`src/rtl/bfm_apb_pkg.sv`:
```
// Shared encodings for the APB bus BFM family (bridge, decoders).
package bfm_apb_pkg;
  localparam int SLOT_W    = 4;
  localparam int ERR_RDATA = 0;

  typedef enum logic [1:0] {
    IDLE   = 2'd0,
    SETUP  = 2'd1,
    ACCESS = 2'd2,
    RESP   = 2'd3
  } state_e;
endpackage

```
`src/rtl/bfm_apb_bridge_param_if.sv`:
```
// Bus bundle for the APB bridge BFM: upstream completer side (_PM) and
// downstream requester side (_SC).
interface bfm_apb_bridge_param_if #(
  parameter int ADDR_WIDTH = 32,
  parameter int DATA_WIDTH = 32,
  parameter int NUM_SLOTS  = 16
);
  logic                    PSEL_PM;
  logic [ADDR_WIDTH-1:0]   PADDR_PM;
  logic                    PWRITE_PM;
  logic                    PENABLE_PM;
  logic [DATA_WIDTH-1:0]   PWDATA_PM;
  logic [DATA_WIDTH/8-1:0] PSTRB_PM;
  logic [2:0]              PPROT_PM;
  logic [DATA_WIDTH-1:0]   PRDATA_PM;
  logic                    PREADY_PM;
  logic                    PSLVERR_PM;

  logic [NUM_SLOTS-1:0]    PSEL_SC;
  logic [ADDR_WIDTH-1:0]   PADDR_SC;
  logic                    PWRITE_SC;
  logic                    PENABLE_SC;
  logic [DATA_WIDTH-1:0]   PWDATA_SC;
  logic [DATA_WIDTH/8-1:0] PSTRB_SC;
  logic [2:0]              PPROT_SC;
  logic [DATA_WIDTH-1:0]   PRDATA_SC;
  logic                    PREADY_SC;
  logic                    PSLVERR_SC;

  modport slave (
    input  PSEL_PM, PADDR_PM, PWRITE_PM, PENABLE_PM, PWDATA_PM, PSTRB_PM, PPROT_PM,
           PRDATA_SC, PREADY_SC, PSLVERR_SC,
    output PRDATA_PM, PREADY_PM, PSLVERR_PM,
           PSEL_SC, PADDR_SC, PWRITE_SC, PENABLE_SC, PWDATA_SC, PSTRB_SC, PPROT_SC
  );

  modport master (
    output PSEL_PM, PADDR_PM, PWRITE_PM, PENABLE_PM, PWDATA_PM, PSTRB_PM, PPROT_PM,
           PRDATA_SC, PREADY_SC, PSLVERR_SC,
    input  PRDATA_PM, PREADY_PM, PSLVERR_PM,
           PSEL_SC, PADDR_SC, PWRITE_SC, PENABLE_SC, PWDATA_SC, PSTRB_SC, PPROT_SC
  );
endinterface

```
`src/rtl/bfm_apb_slot_decode.sv`:
```
// 4-bit slot field to one-hot select decoder; slots at or above NUM_SLOTS
// decode to no select and raise unmapped.
module bfm_apb_slot_decode
  import bfm_apb_pkg::*;
#(
  parameter int NUM_SLOTS = 16
) (
  input  logic [SLOT_W-1:0]    slot,
  output logic [NUM_SLOTS-1:0] onehot,
  output logic                 unmapped
);
  for (genvar i = 0; i < NUM_SLOTS; i++) begin : g_hot
    assign onehot[i] = (slot == SLOT_W'(i));
  end

  assign unmapped = ~|onehot;
endmodule

```
`src/rtl/bfm_apb_bridge_param.sv`:
```
// Single-clock APB-to-APB bridge BFM: one upstream transfer at a time replayed on
// a slot-decoded downstream port, with unmapped-slot and PREADY-timeout errors.
module bfm_apb_bridge_param
  import bfm_apb_pkg::*;
#(
  parameter int ADDR_WIDTH     = 32,
  parameter int DATA_WIDTH     = 32,
  parameter int NUM_SLOTS      = 16,
  parameter int SEL_LSB        = 24,
  parameter int TIMEOUT_CYCLES = 256,
  parameter int TPD            = 1
) (
  input  logic                  PCLK,
  input  logic                  PRESETN,
  bfm_apb_bridge_param_if.slave bus,
  output logic                  BUSY,
  output logic                  TIMEOUT_PULSE
);
  localparam int STRB_W = DATA_WIDTH/8;

  typedef struct packed {
    logic [ADDR_WIDTH-1:0] addr;
    logic [DATA_WIDTH-1:0] wdata;
    logic [STRB_W-1:0]     strb;
    logic [2:0]            prot;
    logic                  write;
  } req_t;

  state_e               state, state_n;
  logic [15:0]          cnt, cnt_n;
  logic [NUM_SLOTS-1:0] sel_q, sel_n, sel_hot;
  logic                 en_q, en_n;
  req_t                 dn_q, dn_n;
  logic [DATA_WIDTH-1:0] rdata_q, rdata_n;
  logic                 ready_q, ready_n, err_q, err_n;
  logic                 busy_q, tpulse_q, tpulse_n;
  logic                 unmapped;

  // This model is zero-delay; TPD is kept so timing-annotated wrappers share the parameter list.
  logic unused_tpd;
  assign unused_tpd = (TPD != 0);

  bfm_apb_slot_decode #(.NUM_SLOTS(NUM_SLOTS)) u_dec (
    .slot     (bus.PADDR_PM[SEL_LSB +: SLOT_W]),
    .onehot   (sel_hot),
    .unmapped (unmapped)
  );

  // Every output is computed for the next state and registered; the captured
  // request lives in the downstream field register while SETUP/ACCESS are active.
  always_comb begin
    state_n  = state;
    cnt_n    = cnt;
    sel_n    = '0;
    en_n     = 1'b0;
    dn_n     = '0;
    rdata_n  = rdata_q;
    ready_n  = 1'b0;
    err_n    = 1'b0;
    tpulse_n = 1'b0;
    case (state)
      IDLE: begin
        if (bus.PSEL_PM && bus.PENABLE_PM) begin
          if (unmapped) begin
            state_n = RESP;
            ready_n = 1'b1;
            err_n   = 1'b1;
            rdata_n = DATA_WIDTH'(ERR_RDATA);
          end else begin
            state_n     = SETUP;
            sel_n       = sel_hot;
            dn_n.addr   = bus.PADDR_PM;
            dn_n.wdata  = bus.PWDATA_PM;
            dn_n.strb   = bus.PSTRB_PM;
            dn_n.prot   = bus.PPROT_PM;
            dn_n.write  = bus.PWRITE_PM;
          end
        end
      end
      SETUP: begin
        state_n = ACCESS;
        sel_n   = sel_q;
        en_n    = 1'b1;
        dn_n    = dn_q;
        cnt_n   = 16'd1;
      end
      ACCESS: begin
        if (bus.PREADY_SC) begin
          state_n = RESP;
          ready_n = 1'b1;
          err_n   = bus.PSLVERR_SC;
          rdata_n = dn_q.write ? '0 : bus.PRDATA_SC;
        end else if (TIMEOUT_CYCLES != 0 && cnt == 16'(TIMEOUT_CYCLES)) begin
          state_n  = RESP;
          ready_n  = 1'b1;
          err_n    = 1'b1;
          rdata_n  = DATA_WIDTH'(ERR_RDATA);
          tpulse_n = 1'b1;
        end else begin
          sel_n = sel_q;
          en_n  = 1'b1;
          dn_n  = dn_q;
          cnt_n = cnt + 16'd1;
        end
      end
      RESP: begin
        state_n = IDLE;
        cnt_n   = '0;
      end
      default: state_n = IDLE;
    endcase
  end

  always_ff @(posedge PCLK or negedge PRESETN) begin
    if (!PRESETN) begin
      state    <= IDLE;
      cnt      <= '0;
      sel_q    <= '0;
      en_q     <= 1'b0;
      dn_q     <= '0;
      rdata_q  <= '0;
      ready_q  <= 1'b0;
      err_q    <= 1'b0;
      busy_q   <= 1'b0;
      tpulse_q <= 1'b0;
    end else begin
      state    <= state_n;
      cnt      <= cnt_n;
      sel_q    <= sel_n;
      en_q     <= en_n;
      dn_q     <= dn_n;
      rdata_q  <= rdata_n;
      ready_q  <= ready_n;
      err_q    <= err_n;
      busy_q   <= (state_n != IDLE);
      tpulse_q <= tpulse_n;
    end
  end

  assign bus.PSEL_SC    = sel_q;
  assign bus.PENABLE_SC = en_q;
  assign bus.PADDR_SC   = dn_q.addr;
  assign bus.PWDATA_SC  = dn_q.wdata;
  assign bus.PSTRB_SC   = dn_q.strb;
  assign bus.PPROT_SC   = dn_q.prot;
  assign bus.PWRITE_SC  = dn_q.write;
  assign bus.PRDATA_PM  = rdata_q;
  assign bus.PREADY_PM  = ready_q;
  assign bus.PSLVERR_PM = err_q;
  assign BUSY           = busy_q;
  assign TIMEOUT_PULSE  = tpulse_q;
endmodule

```
`src/flat_wrapper.sv`:
```
// flat-port wrapper written by rule: the top's interface ports become plain ports
module bfm_apb_bridge_param_flat import bfm_apb_pkg::*;
#(
  parameter int ADDR_WIDTH     = 32,
  parameter int DATA_WIDTH     = 32,
  parameter int NUM_SLOTS      = 16,
  parameter int SEL_LSB        = 24,
  parameter int TIMEOUT_CYCLES = 256,
  parameter int TPD            = 1
)
  (PCLK, PRESETN, BUSY, TIMEOUT_PULSE, bus_PSEL_PM, bus_PADDR_PM, bus_PWRITE_PM, bus_PENABLE_PM, bus_PWDATA_PM, bus_PSTRB_PM, bus_PPROT_PM, bus_PRDATA_SC, bus_PREADY_SC, bus_PSLVERR_SC, bus_PRDATA_PM, bus_PREADY_PM, bus_PSLVERR_PM, bus_PSEL_SC, bus_PADDR_SC, bus_PWRITE_SC, bus_PENABLE_SC, bus_PWDATA_SC, bus_PSTRB_SC, bus_PPROT_SC);
  bfm_apb_bridge_param_if #(.ADDR_WIDTH(ADDR_WIDTH), .DATA_WIDTH(DATA_WIDTH), .NUM_SLOTS(NUM_SLOTS)) bus_i ();
  input  logic PCLK;
  input  logic PRESETN;
  output logic BUSY;
  output logic TIMEOUT_PULSE;
  input wire logic [$bits(bus_i.PSEL_PM)-1:0] bus_PSEL_PM;
  input wire logic [$bits(bus_i.PADDR_PM)-1:0] bus_PADDR_PM;
  input wire logic [$bits(bus_i.PWRITE_PM)-1:0] bus_PWRITE_PM;
  input wire logic [$bits(bus_i.PENABLE_PM)-1:0] bus_PENABLE_PM;
  input wire logic [$bits(bus_i.PWDATA_PM)-1:0] bus_PWDATA_PM;
  input wire logic [$bits(bus_i.PSTRB_PM)-1:0] bus_PSTRB_PM;
  input wire logic [$bits(bus_i.PPROT_PM)-1:0] bus_PPROT_PM;
  input wire logic [$bits(bus_i.PRDATA_SC)-1:0] bus_PRDATA_SC;
  input wire logic [$bits(bus_i.PREADY_SC)-1:0] bus_PREADY_SC;
  input wire logic [$bits(bus_i.PSLVERR_SC)-1:0] bus_PSLVERR_SC;
  output wire logic [$bits(bus_i.PRDATA_PM)-1:0] bus_PRDATA_PM;
  output wire logic [$bits(bus_i.PREADY_PM)-1:0] bus_PREADY_PM;
  output wire logic [$bits(bus_i.PSLVERR_PM)-1:0] bus_PSLVERR_PM;
  output wire logic [$bits(bus_i.PSEL_SC)-1:0] bus_PSEL_SC;
  output wire logic [$bits(bus_i.PADDR_SC)-1:0] bus_PADDR_SC;
  output wire logic [$bits(bus_i.PWRITE_SC)-1:0] bus_PWRITE_SC;
  output wire logic [$bits(bus_i.PENABLE_SC)-1:0] bus_PENABLE_SC;
  output wire logic [$bits(bus_i.PWDATA_SC)-1:0] bus_PWDATA_SC;
  output wire logic [$bits(bus_i.PSTRB_SC)-1:0] bus_PSTRB_SC;
  output wire logic [$bits(bus_i.PPROT_SC)-1:0] bus_PPROT_SC;
  assign bus_i.PSEL_PM = bus_PSEL_PM;
  assign bus_i.PADDR_PM = bus_PADDR_PM;
  assign bus_i.PWRITE_PM = bus_PWRITE_PM;
  assign bus_i.PENABLE_PM = bus_PENABLE_PM;
  assign bus_i.PWDATA_PM = bus_PWDATA_PM;
  assign bus_i.PSTRB_PM = bus_PSTRB_PM;
  assign bus_i.PPROT_PM = bus_PPROT_PM;
  assign bus_i.PRDATA_SC = bus_PRDATA_SC;
  assign bus_i.PREADY_SC = bus_PREADY_SC;
  assign bus_i.PSLVERR_SC = bus_PSLVERR_SC;
  assign bus_PRDATA_PM = bus_i.PRDATA_PM;
  assign bus_PREADY_PM = bus_i.PREADY_PM;
  assign bus_PSLVERR_PM = bus_i.PSLVERR_PM;
  assign bus_PSEL_SC = bus_i.PSEL_SC;
  assign bus_PADDR_SC = bus_i.PADDR_SC;
  assign bus_PWRITE_SC = bus_i.PWRITE_SC;
  assign bus_PENABLE_SC = bus_i.PENABLE_SC;
  assign bus_PWDATA_SC = bus_i.PWDATA_SC;
  assign bus_PSTRB_SC = bus_i.PSTRB_SC;
  assign bus_PPROT_SC = bus_i.PPROT_SC;
  bfm_apb_bridge_param #(.ADDR_WIDTH(ADDR_WIDTH), .DATA_WIDTH(DATA_WIDTH), .NUM_SLOTS(NUM_SLOTS), .SEL_LSB(SEL_LSB), .TIMEOUT_CYCLES(TIMEOUT_CYCLES), .TPD(TPD)) u_core (.PCLK(PCLK), .PRESETN(PRESETN), .bus(bus_i), .BUSY(BUSY), .TIMEOUT_PULSE(TIMEOUT_PULSE));
endmodule
```
`config.mk`:
```
export PLATFORM = sky130hd
export DESIGN_NAME = bfm_apb_bridge_param_flat
export DESIGN_NICKNAME = d
export VERILOG_FILES = /design/src/rtl/bfm_apb_pkg.sv /design/src/rtl/bfm_apb_bridge_param_if.sv /design/src/rtl/bfm_apb_slot_decode.sv /design/src/rtl/bfm_apb_bridge_param.sv /design/src/flat_wrapper.sv
export SDC_FILE = /design/constraint.sdc
export NUM_CORES = 1
export LEC_CHECK = 0
export CAP_MARGIN = 5
export CORE_AREA = 2 2 118 120
export DETAILED_ROUTE_END_ITERATION = 10
export DIE_AREA = 0 0 120 122
export PLACE_DENSITY = 0.85
export SYNTH_ARGS = -nofsm -noshare
export SYNTH_HDL_FRONTEND = slang
export SYNTH_HIERARCHICAL = 1
export SYNTH_SLANG_ARGS = --single-unit
export TNS_END_PERCENT = 20
```
`constraint.sdc`:
```
create_clock -name PCLK -period 4.65 [get_ports PCLK]
set_input_delay 1.395 -clock PCLK [delete_from_list [all_inputs] [get_ports PCLK]]
set_output_delay 1.395 -clock PCLK [all_outputs]
set_load 0.005 [all_outputs]
```
==> results.md <==
- Layout cells sized above 1: 6.542%
- Initial antenna violation count: 0
- TritonCTS clock tree: yes
- Flops & latches, synth: 143
- Post-CTS Hold Fix Bufs: 0
- Yosys warns: 6
- Top_reg_cell synth: dfrtp_1
- P_int: roughly 3000 uW
- Pin count of the biggest net entering global routing: 90
- Row count: between 40 and 50
- Post-synth net total: ~750
- Register area: between 0.003 and 0.004 mm^2
- Clk sink count: 143
- Critical path class: input port to flip-flop
- Vias per inst: 5.494
- Clk pin slew, worst setup/hold paths: roughly 0.060 ns
- Total Wirelength: 17.69 mm
- Worst-Skew Late Latency: between 0.4 and 0.5 ns
- Synth cell types: 52
- Net switching power: between 1000 and 1500 uW
- Largest fanout on the critical path: between 80 and 90
- Peak supply drop: 294.9 uV
- Adder-cell share of the synthesized area: 1.183%
- Largest family of logic cells by synthesized area: compound AO/OA/AOI/OAI gates
- Placed cell area: just under 0.009 mm^2
- Synth area leader: dfrtp_1
- Die width: between 100 and 150 um
- Leak Pwr: 0.003908 uW
- Post-synthesis compound-gate area fraction: between 20% and 30%
- Pwr dens: around 470 mW/mm^2
- Clk pwr share: 32.1%
- Final setup violation count: 0
- Clock Tree Buf Depth: 2
- Achievable Freq: ~300 MHz
- TritonCTS buffer count: 17
- 1st-pass router iterations: 5
- Clk root buf: clkbuf_16
- DIE AREA: roughly 0.015 mm^2
- Crit path DAT: roughly 3.6 ns
- Simple-gate share of the synthesized area: around 15%
- Post-CTS sizing: 0
- Drc violations: 0
- Die Ht: approximately 120 um
- Combinational fraction of design power: a little under a third
- Multi-input gate area: ~0.0025 mm^2
- Slew HR: between 20% and 30%
- Detailed placer's ending HPWL: 11.04 mm
- Total negative slack: 0 ns
- Tmin final: roughly 3.4 ns
- 1st-iter DRT viols: 414
- Wire per inst: between 15 and 20 um
- Seq pwr share: roughly 36%
- Setup slack, reg-to-reg: around 1.6 ns
- Commonest non-fill, non-tap cell in the layout: clkdlybuf4s50_1
- GRT overflow: 0
- Post-synthesis xor/xnor area fraction: 0%
- Least-Margin Pin Slew: approximately 1.1 ns
- Crit path required time: just under 5 ns
- Hold slack: around 0.50 ns
- Syn Area/Cell: between 9 and 10 um^2
- Gr usage total: between 20% and 30%
- Final Hold Vio Count: 0
- Final period utilization: approximately three quarters
- Mapped Area: roughly 0.0063 mm^2
- Setup bufs post-CTS: 0
- Post-DRT Antenna Nets: 0
- Fill cell instance count of the final layout: ~1100
- Tightest Hold Check Type: flip-flop to flip-flop
- Top cells by area, synth: dfrtp_1 (56%), o21ai_0 (14%), nand2_1 (6.4%)
- Clk_skew: between 0.007 and 0.008 ns
- Post-synth EDFFs: 0
- Critical Path End Type: flip-flop
- # Max-Cap Violations: 0
- CP Launch Type: input port
- H-tree depth: 4
- Post-route cell area: between 0.009 and 0.01 mm^2
- Initial core utilization: 46.97%
- ANT cells: 0
- Max-slew violations: 0
- Switching Share: 31.39%
- RSZ-0062 raised after global routing: no
- Proportion of netlist area held by the largest area contributor: approximately 56%
- IO Pins: roughly 240
- Routability cong.: between 0.8 and 0.9
- Vias in the first global route: between 5000 and 6000
- Post-synth ARST share: 100.0%
- IO buf count: about 230
- Syn Inst Count: 638
- Synth-to-Final Area Change: 47.79%
- Post-synthesis mux area share: less than 1%
- Seq/Total Area, Yosys: a little under three fifths
- Most frequent cells in the layout: clkdlybuf4s50_1 (233), o21ai_0 (176), dfrtp_1 (143)
- Vias: ~5700
- Global-route wire length before repair: roughly 28 mm
- Core area: ~0.014 mm^2
- Status: completed
- Nets: 959
cells by family after synthesis:
group | Yosys count
flip-flops | 143
adder cells (fa/ha/maj) | 6
AND/OR/NAND/NOR | 179
buffers and inverters | 61
multiplexers | 2
other | 1
AO/OA/AOI/OAI | 246
layout make-up:
class | instances | share of cell area (%)
Multi-Input combinational cell | 434 | 26.66
Tap cell | 180 | 2.402
Timing Repair Buffer | 242 | 25.90
Clock inverter | 10 | 1.708
Inverter | 5 | 0.2002
Clock buffer | 22 | 4.951
Sequential cell | 143 | 38.17
registers in the layout, summed over array words and instances (netlist names):
| name | count |
|---|---|
| u_core/bus.PADDR_SC | 32 |
| u_core/bus.PRDATA_PM | 32 |
| u_core/bus.PWDATA_SC | 32 |
| u_core/bus.PSEL_SC | 16 |
| u_core/cnt | 16 |
| u_core/bus.PSTRB_SC | 4 |
| u_core/bus.PPROT_SC | 3 |
| u_core/state | 2 |
| u_core/BUSY | 1 |
| u_core/TIMEOUT_PULSE | 1 |
| u_core/bus.PENABLE_SC | 1 |
| u_core/bus.PREADY_PM | 1 |
| u_core/bus.PSLVERR_PM | 1 |
| u_core/bus.PWRITE_SC | 1 |
per-layer routing:
metal / routed length (um) / global-route usage [%] / vias up
li1: - / - / 2683
met1: 7152 / 30.85 / 2759
met2: 8634 / 39.24 / 226
met3: 1615 / 8.848 / 24
met4: 292 / 7.721 / 0
met5: 0 / 0 / -
power by group through the flow:
| stage | Sequential, uW | Combinational, uW | Clock, uW |
|---|---|---|---|
| floorplan | 1610 | 715 | 0 |
| global placement | 1600 | 1380 | 0 |
| detailed placement | 1610 | 1400 | 0 |
| CTS | 1600 | 1420 | 1450 |
| global route | 1620 | 1530 | 1510 |
| finish | 1600 | 1410 | 1420 |
worst paths after layout:
path                            startpoint  depth (start not counted)                 endpoint
max                          bus_PREADY_SC                          7  u_core/bus.PADDR_SC[23]
min                          u_core/cnt[6]                          1            u_core/cnt[6]
max reg2reg                u_core/state[0]                          7  u_core/bus.PADDR_SC[23]
min reg2reg                  u_core/cnt[6]                          1            u_core/cnt[6]
max in group asynchronous          PRESETN                          2  u_core/bus.PRDATA_PM[4]
min in group asynchronous          PRESETN                          1  u_core/bus.PRDATA_PM[7]
synthesized netlist by cell type (2+ instances only):
master / instances
and4bb_1: 4
nand3_1: 9
a31oi_1: 2
and4bb_2: 2
nor2_1: 9
o21ai_1: 10
o41a_1: 2
o311ai_0: 4
clkbuf_1: 41
nor4b_2: 4
and4_1: 3
buf_4: 5
inv_1: 5
a22o_1: 33
a31o_2: 3
nand4b_1: 2
nor2b_1: 2
nand2_1: 109
a21o_1: 2
dfrtp_1: 143
ha_1: 6
and4b_1: 5
a21oi_1: 2
o211ai_1: 5
clkbuf_2: 7
and3_1: 2
mux2i_1: 2
and2_1: 4
nand4_1: 4
nand2b_1: 4
nor3_1: 2
nor4_1: 2
buf_8: 2
o21ai_0: 176
or4_1: 4
worst max-delay path: stages:
cell and delay, ns:
clkdlybuf4s50_1 0.40, buf_4 0.19, nor2b_1 0.13, o41a_2 0.42
or2_2 0.18, buf_4 0.61, o21ai_0 0.25
through the flow:
| step | util [%] | worst slack, ns | instances | total power (uW) |
|---|---|---|---|---|
| floorplan | - | 1.840 | 638 | 2323 |
| global placement | 64.80 | 0.9581 | 1004 | 2986 |
| detailed placement | 64.80 | 0.8795 | 1004 | 3007 |
| CTS | 69.42 | 1.306 | 1036 | 4463 |
| global route | 69.42 | 1.069 | 1036 | 4657 |
| finish | 69.42 | 1.244 | 1036 | 4431 |
(Power assumes the default switching activity.)
